File: src/rtl/aq_sigcap_trig_if.sv
// ---------------------------------------------------------------------------
// aq_sigcap_trig_if
// Write port (A port) of the 1024x32 signal-capture RAM.
//
// Signals:
//   A_ADDR  RAM write address
//   A_WE    per-byte write enables (all four set for a capture write)
//   A_DO    RAM write data
//
// Modports:
//   master  the capture sequencer, which drives the port
//   slave   the RAM, or a bench monitor, which receives it
// ---------------------------------------------------------------------------
interface aq_sigcap_trig_if #(
    parameter int ADDR_W = 10,
    parameter int DATA_W = 32
);
    logic [ADDR_W-1:0] A_ADDR;
    logic [3:0]        A_WE;
    logic [DATA_W-1:0] A_DO;

    modport master (
        output A_ADDR,
        output A_WE,
        output A_DO
    );

    modport slave (
        input A_ADDR,
        input A_WE,
        input A_DO
    );
endinterface

File: src/rtl/aq_sigcap_trig.sv
// ---------------------------------------------------------------------------
// aq_sigcap_trig
// Trigger and capture sequencer for the signal-capture buffer. It runs in the
// capture clock domain. Once armed, it streams CAP_DATA into the capture RAM
// as a ring, collects PRE_COUNT samples of history, waits for a masked-value
// (or forced) trigger, collects POST_COUNT more samples and stops. It reports
// where the trigger landed and where the window starts, so the register side
// can read the window back through the RAM's B port.
//
// Ports:
//   CLK, RST      capture clock, synchronous active-high reset
//   ARM           pulse: latch the set-up and start a capture (IDLE/DONE only)
//   ABORT         pulse: return to IDLE from any state (wins over ARM)
//   FORCE_TRIG    treat the current sample as the trigger (WAIT only)
//   TRIG_MASK     bits of CAP_DATA compared for the trigger
//   TRIG_VALUE    required value of the masked bits
//   PRE_COUNT     samples stored before the trigger is enabled
//   POST_COUNT    samples stored after the trigger sample
//   CAP_DATA      sample input, one per CLK
//   ram_a         RAM write port (A_ADDR, A_WE, A_DO), registered
//   BUSY          high while capturing (PRE, WAIT, POST)
//   TRIGGERED     high from the trigger write until the next ARM or ABORT
//   DONE          high once the window is complete
//   TRIG_ADDR     RAM address of the trigger sample
//   START_ADDR    RAM address of the oldest window sample
// ---------------------------------------------------------------------------
module aq_sigcap_trig #(
    parameter int ADDR_W = 10,
    parameter int DATA_W = 32
) (
    input  logic                    CLK,
    input  logic                    RST,
    input  logic                    ARM,
    input  logic                    ABORT,
    input  logic                    FORCE_TRIG,
    input  logic [DATA_W-1:0]       TRIG_MASK,
    input  logic [DATA_W-1:0]       TRIG_VALUE,
    input  logic [ADDR_W-1:0]       PRE_COUNT,
    input  logic [ADDR_W-1:0]       POST_COUNT,
    input  logic [DATA_W-1:0]       CAP_DATA,
    aq_sigcap_trig_if.master        ram_a,
    output logic                    BUSY,
    output logic                    TRIGGERED,
    output logic                    DONE,
    output logic [ADDR_W-1:0]       TRIG_ADDR,
    output logic [ADDR_W-1:0]       START_ADDR
);

    typedef enum logic [2:0] {
        S_IDLE = 3'd0,
        S_PRE  = 3'd1,
        S_WAIT = 3'd2,
        S_POST = 3'd3,
        S_DONE = 3'd4
    } state_t;

    state_t            state;
    logic [ADDR_W-1:0] wp;
    // One bit wider than the address so the increment can never alias to 0.
    logic [ADDR_W:0]   cnt;
    logic [ADDR_W:0]   cnt_inc;
    logic [DATA_W-1:0] mask_q;
    logic [DATA_W-1:0] value_q;
    logic [ADDR_W-1:0] pre_q;
    logic [ADDR_W-1:0] post_q;
    logic              capturing;
    logic              trig_hit;

    function automatic logic is_match(
        input logic [DATA_W-1:0] data,
        input logic [DATA_W-1:0] value,
        input logic [DATA_W-1:0] mask,
        input logic              force_trig
    );
        return (((data ^ value) & mask) == '0) || force_trig;
    endfunction

    function automatic logic count_reached(
        input logic [ADDR_W:0]   count,
        input logic [ADDR_W-1:0] target
    );
        return count == {1'b0, target};
    endfunction

    assign capturing = (state == S_PRE) || (state == S_WAIT) || (state == S_POST);
    assign cnt_inc   = cnt + (ADDR_W+1)'(1);
    assign trig_hit  = is_match(CAP_DATA, value_q, mask_q, FORCE_TRIG);

    always_ff @(posedge CLK) begin
        if (RST) begin
            state        <= S_IDLE;
            wp           <= '0;
            cnt          <= '0;
            mask_q       <= '0;
            value_q      <= '0;
            pre_q        <= '0;
            post_q       <= '0;
            ram_a.A_ADDR <= '0;
            ram_a.A_WE   <= '0;
            ram_a.A_DO   <= '0;
            BUSY         <= 1'b0;
            TRIGGERED    <= 1'b0;
            DONE         <= 1'b0;
            TRIG_ADDR    <= '0;
            START_ADDR   <= '0;
        end else if (ABORT) begin
            // Trigger/start addresses are kept so a partial window can still be inspected.
            state      <= S_IDLE;
            ram_a.A_WE <= '0;
            BUSY       <= 1'b0;
            TRIGGERED  <= 1'b0;
            DONE       <= 1'b0;
        end else begin
            ram_a.A_WE <= '0;

            // Every sample seen while capturing goes into the ring, trigger sample included.
            if (capturing) begin
                ram_a.A_ADDR <= wp;
                ram_a.A_DO   <= CAP_DATA;
                ram_a.A_WE   <= 4'hF;
                wp           <= wp + ADDR_W'(1);
            end

            case (state)
                S_IDLE, S_DONE: begin
                    if (ARM) begin
                        mask_q    <= TRIG_MASK;
                        value_q   <= TRIG_VALUE;
                        pre_q     <= PRE_COUNT;
                        post_q    <= POST_COUNT;
                        wp        <= '0;
                        cnt       <= '0;
                        TRIGGERED <= 1'b0;
                        DONE      <= 1'b0;
                        BUSY      <= 1'b1;
                        state     <= (PRE_COUNT == '0) ? S_WAIT : S_PRE;
                    end
                end

                S_PRE: begin
                    if (count_reached(cnt_inc, pre_q)) begin
                        cnt   <= '0;
                        state <= S_WAIT;
                    end else begin
                        cnt <= cnt_inc;
                    end
                end

                S_WAIT: begin
                    if (trig_hit) begin
                        TRIG_ADDR  <= wp;
                        // Modular subtraction: the window may straddle the ring wrap.
                        START_ADDR <= wp - pre_q;
                        TRIGGERED  <= 1'b1;
                        cnt        <= '0;
                        if (post_q == '0) begin
                            BUSY  <= 1'b0;
                            DONE  <= 1'b1;
                            state <= S_DONE;
                        end else begin
                            state <= S_POST;
                        end
                    end
                end

                S_POST: begin
                    if (count_reached(cnt_inc, post_q)) begin
                        cnt   <= '0;
                        BUSY  <= 1'b0;
                        DONE  <= 1'b1;
                        state <= S_DONE;
                    end else begin
                        cnt <= cnt_inc;
                    end
                end

                default: begin
                    BUSY  <= 1'b0;
                    state <= S_IDLE;
                end
            endcase
        end
    end

endmodule
File: src/flat_wrapper.sv
// flat-port wrapper written by rule: the top's interface ports become plain ports
module aq_sigcap_trig_flat 
#(
    parameter int ADDR_W = 10,
    parameter int DATA_W = 32
)
  (CLK, RST, ARM, ABORT, FORCE_TRIG, TRIG_MASK, TRIG_VALUE, PRE_COUNT, POST_COUNT, CAP_DATA, BUSY, TRIGGERED, DONE, TRIG_ADDR, START_ADDR, ram_a_A_ADDR, ram_a_A_WE, ram_a_A_DO);
  aq_sigcap_trig_if #(.ADDR_W(ADDR_W), .DATA_W(DATA_W)) ram_a_i ();
  input  logic CLK;
  input  logic RST;
  input  logic ARM;
  input  logic ABORT;
  input  logic FORCE_TRIG;
  input  logic [DATA_W-1:0] TRIG_MASK;
  input  logic [DATA_W-1:0] TRIG_VALUE;
  input  logic [ADDR_W-1:0] PRE_COUNT;
  input  logic [ADDR_W-1:0] POST_COUNT;
  input  logic [DATA_W-1:0] CAP_DATA;
  output logic BUSY;
  output logic TRIGGERED;
  output logic DONE;
  output logic [ADDR_W-1:0] TRIG_ADDR;
  output logic [ADDR_W-1:0] START_ADDR;
  output wire logic [$bits(ram_a_i.A_ADDR)-1:0] ram_a_A_ADDR;
  output wire logic [$bits(ram_a_i.A_WE)-1:0] ram_a_A_WE;
  output wire logic [$bits(ram_a_i.A_DO)-1:0] ram_a_A_DO;
  assign ram_a_A_ADDR = ram_a_i.A_ADDR;
  assign ram_a_A_WE = ram_a_i.A_WE;
  assign ram_a_A_DO = ram_a_i.A_DO;
  aq_sigcap_trig #(.ADDR_W(ADDR_W), .DATA_W(DATA_W)) u_core (.CLK(CLK), .RST(RST), .ARM(ARM), .ABORT(ABORT), .FORCE_TRIG(FORCE_TRIG), .TRIG_MASK(TRIG_MASK), .TRIG_VALUE(TRIG_VALUE), .PRE_COUNT(PRE_COUNT), .POST_COUNT(POST_COUNT), .CAP_DATA(CAP_DATA), .ram_a(ram_a_i), .BUSY(BUSY), .TRIGGERED(TRIGGERED), .DONE(DONE), .TRIG_ADDR(TRIG_ADDR), .START_ADDR(START_ADDR));
endmodule
File: config.mk
export PLATFORM = sky130hd
export DESIGN_NAME = aq_sigcap_trig_flat
export DESIGN_NICKNAME = d
export VERILOG_FILES = /design/src/rtl/aq_sigcap_trig_if.sv /design/src/rtl/aq_sigcap_trig.sv /design/src/flat_wrapper.sv
export SDC_FILE = /design/constraint.sdc
export NUM_CORES = 1
export LEC_CHECK = 0
export CAP_MARGIN = 10
export CORE_MARGIN = 4
export CORE_UTILIZATION = 25
export DETAILED_ROUTE_END_ITERATION = 10
export PLACE_DENSITY = 0.56
export RECOVER_POWER = 50
export SLEW_MARGIN = 20
export SYNTH_ARGS = -nofsm -noshare
export SYNTH_HDL_FRONTEND = slang
export SYNTH_SLANG_ARGS = --single-unit
File: constraint.sdc
create_clock -name CLK -period 2.4 [get_ports CLK]
set_input_delay 0.48 -clock CLK [delete_from_list [all_inputs] [get_ports CLK]]
set_output_delay 0.48 -clock CLK [all_outputs]
set_load 0.1 [all_outputs]
# Word level (Yosys, flattened, before mapping)
# Cells that the tools add are included.
# W data, S select, Z words.
[word_totals]
register_bits = 177
latch_bits = 0
mem_bits_rw = 0
rom_bits = 0
wordCells = 81
mem_count = 0
[classes]
addsub = 3
mul = 0
n_div = 0
magnitude_cmp = 0
n_eq_ne = 11
n_shift = 0
muxes = 28
n_bitwise = 4
n_reduce_logical = 20
[ops]
columns = ["op", "count"]
rows = [
  ["$mux W11", 4],
  ["$pmux W11 S4", 1],
  ["$and A32 B32 Y32", 1],
  ["$logic_not A32 Y1", 1],
  ["$xor A32 B32 Y32", 1],
  ["$mux W10", 3],
  ["$eq A11 B10 Y1", 2],
  ["$logic_not A10 Y1", 2],
  ["$mux W3", 5],
  ["$pmux W3 S4", 1],
  ["$add A11 B1 Y11 const B", 1],
  ["$add A10 B1 Y10 const B", 1],
  ["$reduce_and A5 Y1", 2],
  ["$sub A10 B10 Y10", 1],
  ["$mux W1", 9],
  ["$reduce_and A3 Y1", 3],
  ["$ne A2 B2 Y1 const B", 4],
  ["$reduce_and A4 Y1", 2],
  ["$eq A3 B2 Y1 const B", 2],
  ["$mux W4", 1],
  ["$pmux W1 S4", 1],
  ["$reduce_bool A4 Y1", 1],
  ["$reduce_or A2 Y1", 2],
  ["$eq A3 B1 Y1 const B", 1],
  ["other kinds (11)", 14],
]

# Longest topological paths before layout
[depth]
ltp_word = 6
ltp_mapped = 11
ltp_nobuf = 11

# Least setup slack after synthesis
# No wires, ideal clock.
[synth_timing]
path_kind = "register -> register"
from = "register u_core.cnt[1]"
to = "register u_core.cnt[7]"
setup_ps = 132
arrival_time_ps = 2305
t_required_ps = 2268
setup_slack_ps = -37
path_stages_with_launch = 12
synth_period_minus_slack_ps = 2437
cell_sequence = "dfxtp_1 ha_1 and3_1 buf_2 xnor2_1 or4_1 nor4b_2 and3_1 buf_6 nor3b_1 o21ai_1 a21oi_1"
[synth_between]
elab_chain_cells = 4
word_cells_on_any_way = 6
classes_between = "1 x add/sub; 2 x eq/ne; 3 x mux"
[synth_lines]
columns = ["item", "line", "rtl"]
rows = [
  ["start, declared", "aq_sigcap_trig.sv:60", "logic [ADDR_W:0] cnt;"],
  ["start signal, assigned", "aq_sigcap_trig.sv:145", "cnt <= cnt_inc;"],
  ["start signal, assigned", "aq_sigcap_trig.sv:173", "cnt <= cnt_inc;"],
  ["$add A11 B1 Y11 (*)", "aq_sigcap_trig.sv:86", "assign cnt_inc = cnt + (ADDR_W+1)'(1);"],
  ["$eq A11 B10 Y1", "aq_sigcap_trig.sv:82", "return count == {1'b0, target};"],
  ["$mux W11, on equally long branches", "aq_sigcap_trig.sv:167, aq_sigcap_trig.sv:141", ""],
  ["$pmux W11 S4 (*)", "aq_sigcap_trig.sv:124", "case (state)"],
]
# Every way passes the cells marked *; elsewhere a longest branch is shown, timed or not.
# A chain may end at the register's enable or synchronous reset.

# Worst setup path after layout
[layout_timing]
from = "register u_core.cnt[0]"
to = "register u_core.cnt[8]"
# Same word-level chain as after synthesis.

==> reports/qor.yml <==
pwr:
  cell_internal_pwr_mw: 4.80
  p_sw_mw: 1.86
  p_seq_share_pct: 45.5
  leakagePower_nw: 4.43
  power.total_mw: 6.66
  p_comb_share_pct: 14.2
  ir_drop_v: 0.000458
  power_density_nw_per_um2: 584
  p_sw_share_pct: 27.9
  clkPwrFrac_pct: 40.2
floorplan:
  ios: 190
  core_area_um2: 30800
  start_util_pct: 25.5
  dieArea_um2: 34300
  die_y_um: 185
  fp.dieW_um: 185
  rows: 64
global_routing:
  grt_max_degree: 85
  grt_util_met1_pct: 18.9
  grt_use_met3_pct: 5.93
  grt_use_met2_pct: 25.8
  grt_pass1_vias: 7490
  overflow: 0
  grt.busiest_layer: "met2"
  grt.total_usage_pct: 15.5
  grt_pass1_wl_mm: 41.6
  antenna_found_initial: 3
route:
  drt_iter0_drc: 364
  ant_nets: 0
  drc: 0
  first_pass_iters: 5
  drt_wl_total_mm: 27.1
  viasPerCell: 4.66
  num_vias: 7617
  wire_per_inst_um: 16.6
finish:
  finish.instance_area_um2: 11400
  final-instance-count-excl-fill: 1634
  layout_commonest_cell: "nand2_1"
  layout-drive-gt1-share_pct: 21.4
  multi_input_area_um2: 4340
  syn_to_final_growth_pct: 45.0
  nFillCells: 3166
  regArea_um2: 3510
  nNetsFinal: 1358
  layout_common_cells: "277 x nand2_1, 162 x dfxtp_1, 145 x a21oi_1, 86 x clkdlybuf4s50_1, 74 x buf_4"
cts:
  cts_tree: "done"
  clkTransAtPathRegs_ns: 0.08
  hold_buffers: 0
  cts.path.max_buffers: 2
  cts_made_buffers: 17
  root_buffer: "clkbuf_16"
  cts_max_level: 4
  clock_latency_ns: 0.44
  cts.sinks: 174
timing:
  rsz0062_at_grt: "yes"
  drv_slew: 0
  finalSetupViolCount: 11
  fin_crit_sh_pct: 104
  hold_viol: 0
  relSlewSlack_pct: 55.4
  fin_ws_ns: -0.103
  finalClockSkew_ns: 0.0166
  period_needed_ns: 2.50
  worst_slew_pin_slew_ns: 0.670
  hold_ws_ns: 0.335
  maxClockFrequency_mhz: 400
critical_path:
  crit_slowest_cell: "or4_4"
  cp_slowest_stage_delay_ns: 0.57
  start_kind: "register"
  r2r_start: "u_core.cnt[0]"
  regToRegSetupSlack_ns: -0.10
  worstSetupStartpoint: "u_core.cnt[0]"
  cp.arrival_ns: 2.83
  cp-end-kind: "register"
  r2r_cells: 11
  required_ns: 2.72
  cp_max_fo: 6
  path_cells: "buf_6 -> buf_6 -> and3_4 -> xnor3_1 -> or4_4 -> nor4b_4 -> and3_4 -> buf_8 -> nor3b_1 -> o21ai_1 -> a21oi_1"
  crit_type: "register to register"
  reg2reg_to: "u_core.cnt[8]"
synthesis:
  synthAdderAreaFrac_pct: 2.01
  syn_nets: 1121
  synth_simple_gate_area_share_pct: 22.8
  synth_top_family_by_area: "simple AND/OR/NAND/NOR gates"
  synth_top_cell_by_area: "dfxtp_1"
  synth_top_area_share_pct: 44.3
  synth_warnings: 0
  async_reset_ff_share_pct: 0
  synth_area_um2: 7860
  synthMuxAreaShare_pct: 2.17
  synth_edf_count: 0
  synthFlopType: "dfxtp_1"
  seq_area_frac_synth_pct: 44.3
  synth_area_per_cell_um2: 7.95
  synthCells: 988
  synth_compound_area_share_pct: 15.7
  ys_seq_elements: 174
  synth_xor_area_share_pct: 8.11
  yosysUniqueCellTypes: 57
  ys_top_cells_by_area: "dfxtp_1 44%, nand2_1 13%, a21oi_1 9.3%"
outcome:
  violations: "negative setup slack"
  outcome: "complete, but fails checks"
placed_design:
  port_buffers: 189
  dpl.hpwl_mm: 19.4
  finalWeightedCongestion: 0.864
  dp_cells: 1588
  placed_area_um2: 10500
min_path:
  hold_class: "input port to register"
  min_to: "u_core.pre_q[1]"
  holdPathStages: 2
  worstHoldStart: "RST"
run:
  drv_cap: 0
## metal layers
layer,wire (µm),vias to the layer above
li1,-,3795
met1,11600,3558
met2,12800,229
met3,2350,31
met4,383,4
met5,25,-
## cells by family (layout without fill, tap and decap cells)
kind of cell               Yosys count  after routing
AOI/OAI and AO/OA                  215            215
DFF                                174            174
muxes                               17             17
buffers and inverters               89            337
and+or+nand+nor                    413            414
adders and majority gates           12             12
other                                0              1
xor gates and xnor gates            68             68
## layout make-up
| cell class | instances | share of cell area (%) |
|---|---|---|
| Inverter | 22 | 0.725 |
| Sequential cell | 174 | 30.8 |
| Clock buffer | 18 | 3.77 |
| Clock inverter | 13 | 1.03 |
| Tap cell | 396 | 4.35 |
| Multi-Input combinational cell | 726 | 38.1 |
| Timing Repair Buffer | 284 | 21.2 |
| Antenna cell | 1 | 0.0220 |
## metrics by stage
step | util, % | worst slack [ns] | TNS [ns]
detailed placement | 34.1 | -0.644 | -20.08
global placement | 34.1 | -0.635 | -21.54
floorplan | - | 0.0112 | 0
CTS | 36.9 | -0.0854 | -0.772
finish | 37.0 | -0.103 | -0.862
global route | 37.0 | -0.207 | -2.88
## how the worst max path moves through the flow
stage	to	depth (start not counted)
floorplan	u_core.cnt[7]	11
global placement	u_core.cnt[2]	10
detailed placement	u_core.cnt[4]	10
CTS	u_core.cnt[4]	11
global route	u_core.cnt[5]	12
finish	u_core.cnt[8]	11
## critical path, delay by kind of cell, from the launching register on
family	cells	cell delay, ns
AND/OR/NAND/NOR	5	1.29
flip-flops	1	0.36
buffers and inverters	3	0.33
XOR/XNOR	1	0.21
AO/OA/AOI/OAI	2	0.20
## registers in the layout, indices dropped and copies added, names as in the netlist, 3 cells and up
register and flops:
u_core.START_ADDR 10, u_core.cnt 11, u_core.ram_a.A_DO 32, u_core.pre_q 10
u_core.ram_a.A_ADDR 10, u_core.TRIG_ADDR 10, u_core.post_q 10, u_core.wp 10
u_core.mask_q 32, u_core.state 3, u_core.value_q 32
## synth_stat cells, types with 2 or more instances
master,count
o211a_1,2
nand3_1,11
o21ai_1,9
nand2_1,278
xnor2_1,17
buf_4,6
a21oi_1,146
nand3b_1,2
o21a_1,3
or4_1,2
or3_1,7
xnor3_1,3
inv_1,22
nand4b_1,3
buf_6,2
a211o_1,2
a22oi_1,17
nor4_1,6
nor3b_1,2
a21o_1,3
buf_1,9
a211oi_1,2
nand2b_1,3
and3_1,8
dfxtp_1,174
nor3_1,17
o311ai_0,3
nor2_1,45
nor2b_1,3
o21ai_0,14
ha_1,11
nand4_1,15
and2_1,3
mux2i_1,17
xor2_1,48
a21boi_0,3
clkbuf_1,43
buf_2,7
and4_1,2
## power by group through the flow
stage | registers (mW) | clock network (mW) | logic (mW)
after floorplan | 3.18 | 0 | 0.388
after global placement | 3.09 | 0 | 0.943
after detailed placement | 3.09 | 0 | 0.947
after CTS | 3.03 | 2.76 | 0.967
after global routing | 3.04 | 2.88 | 1.03
final | 3.03 | 2.68 | 0.947
## repair_timing
| action | 4_1_cts | 5_1_grt |
|---|---|---|
| hold endpoints to repair | 0 | 0 |
| setup endpoints to repair | 35 | 35 |
| resized for setup | 69 | 57 |
| pin swaps | 20 | 43 |
| gates cloned | 2 | 2 |
| setup buffers | 9 | 7 |
(Power assumes the default switching activity.)
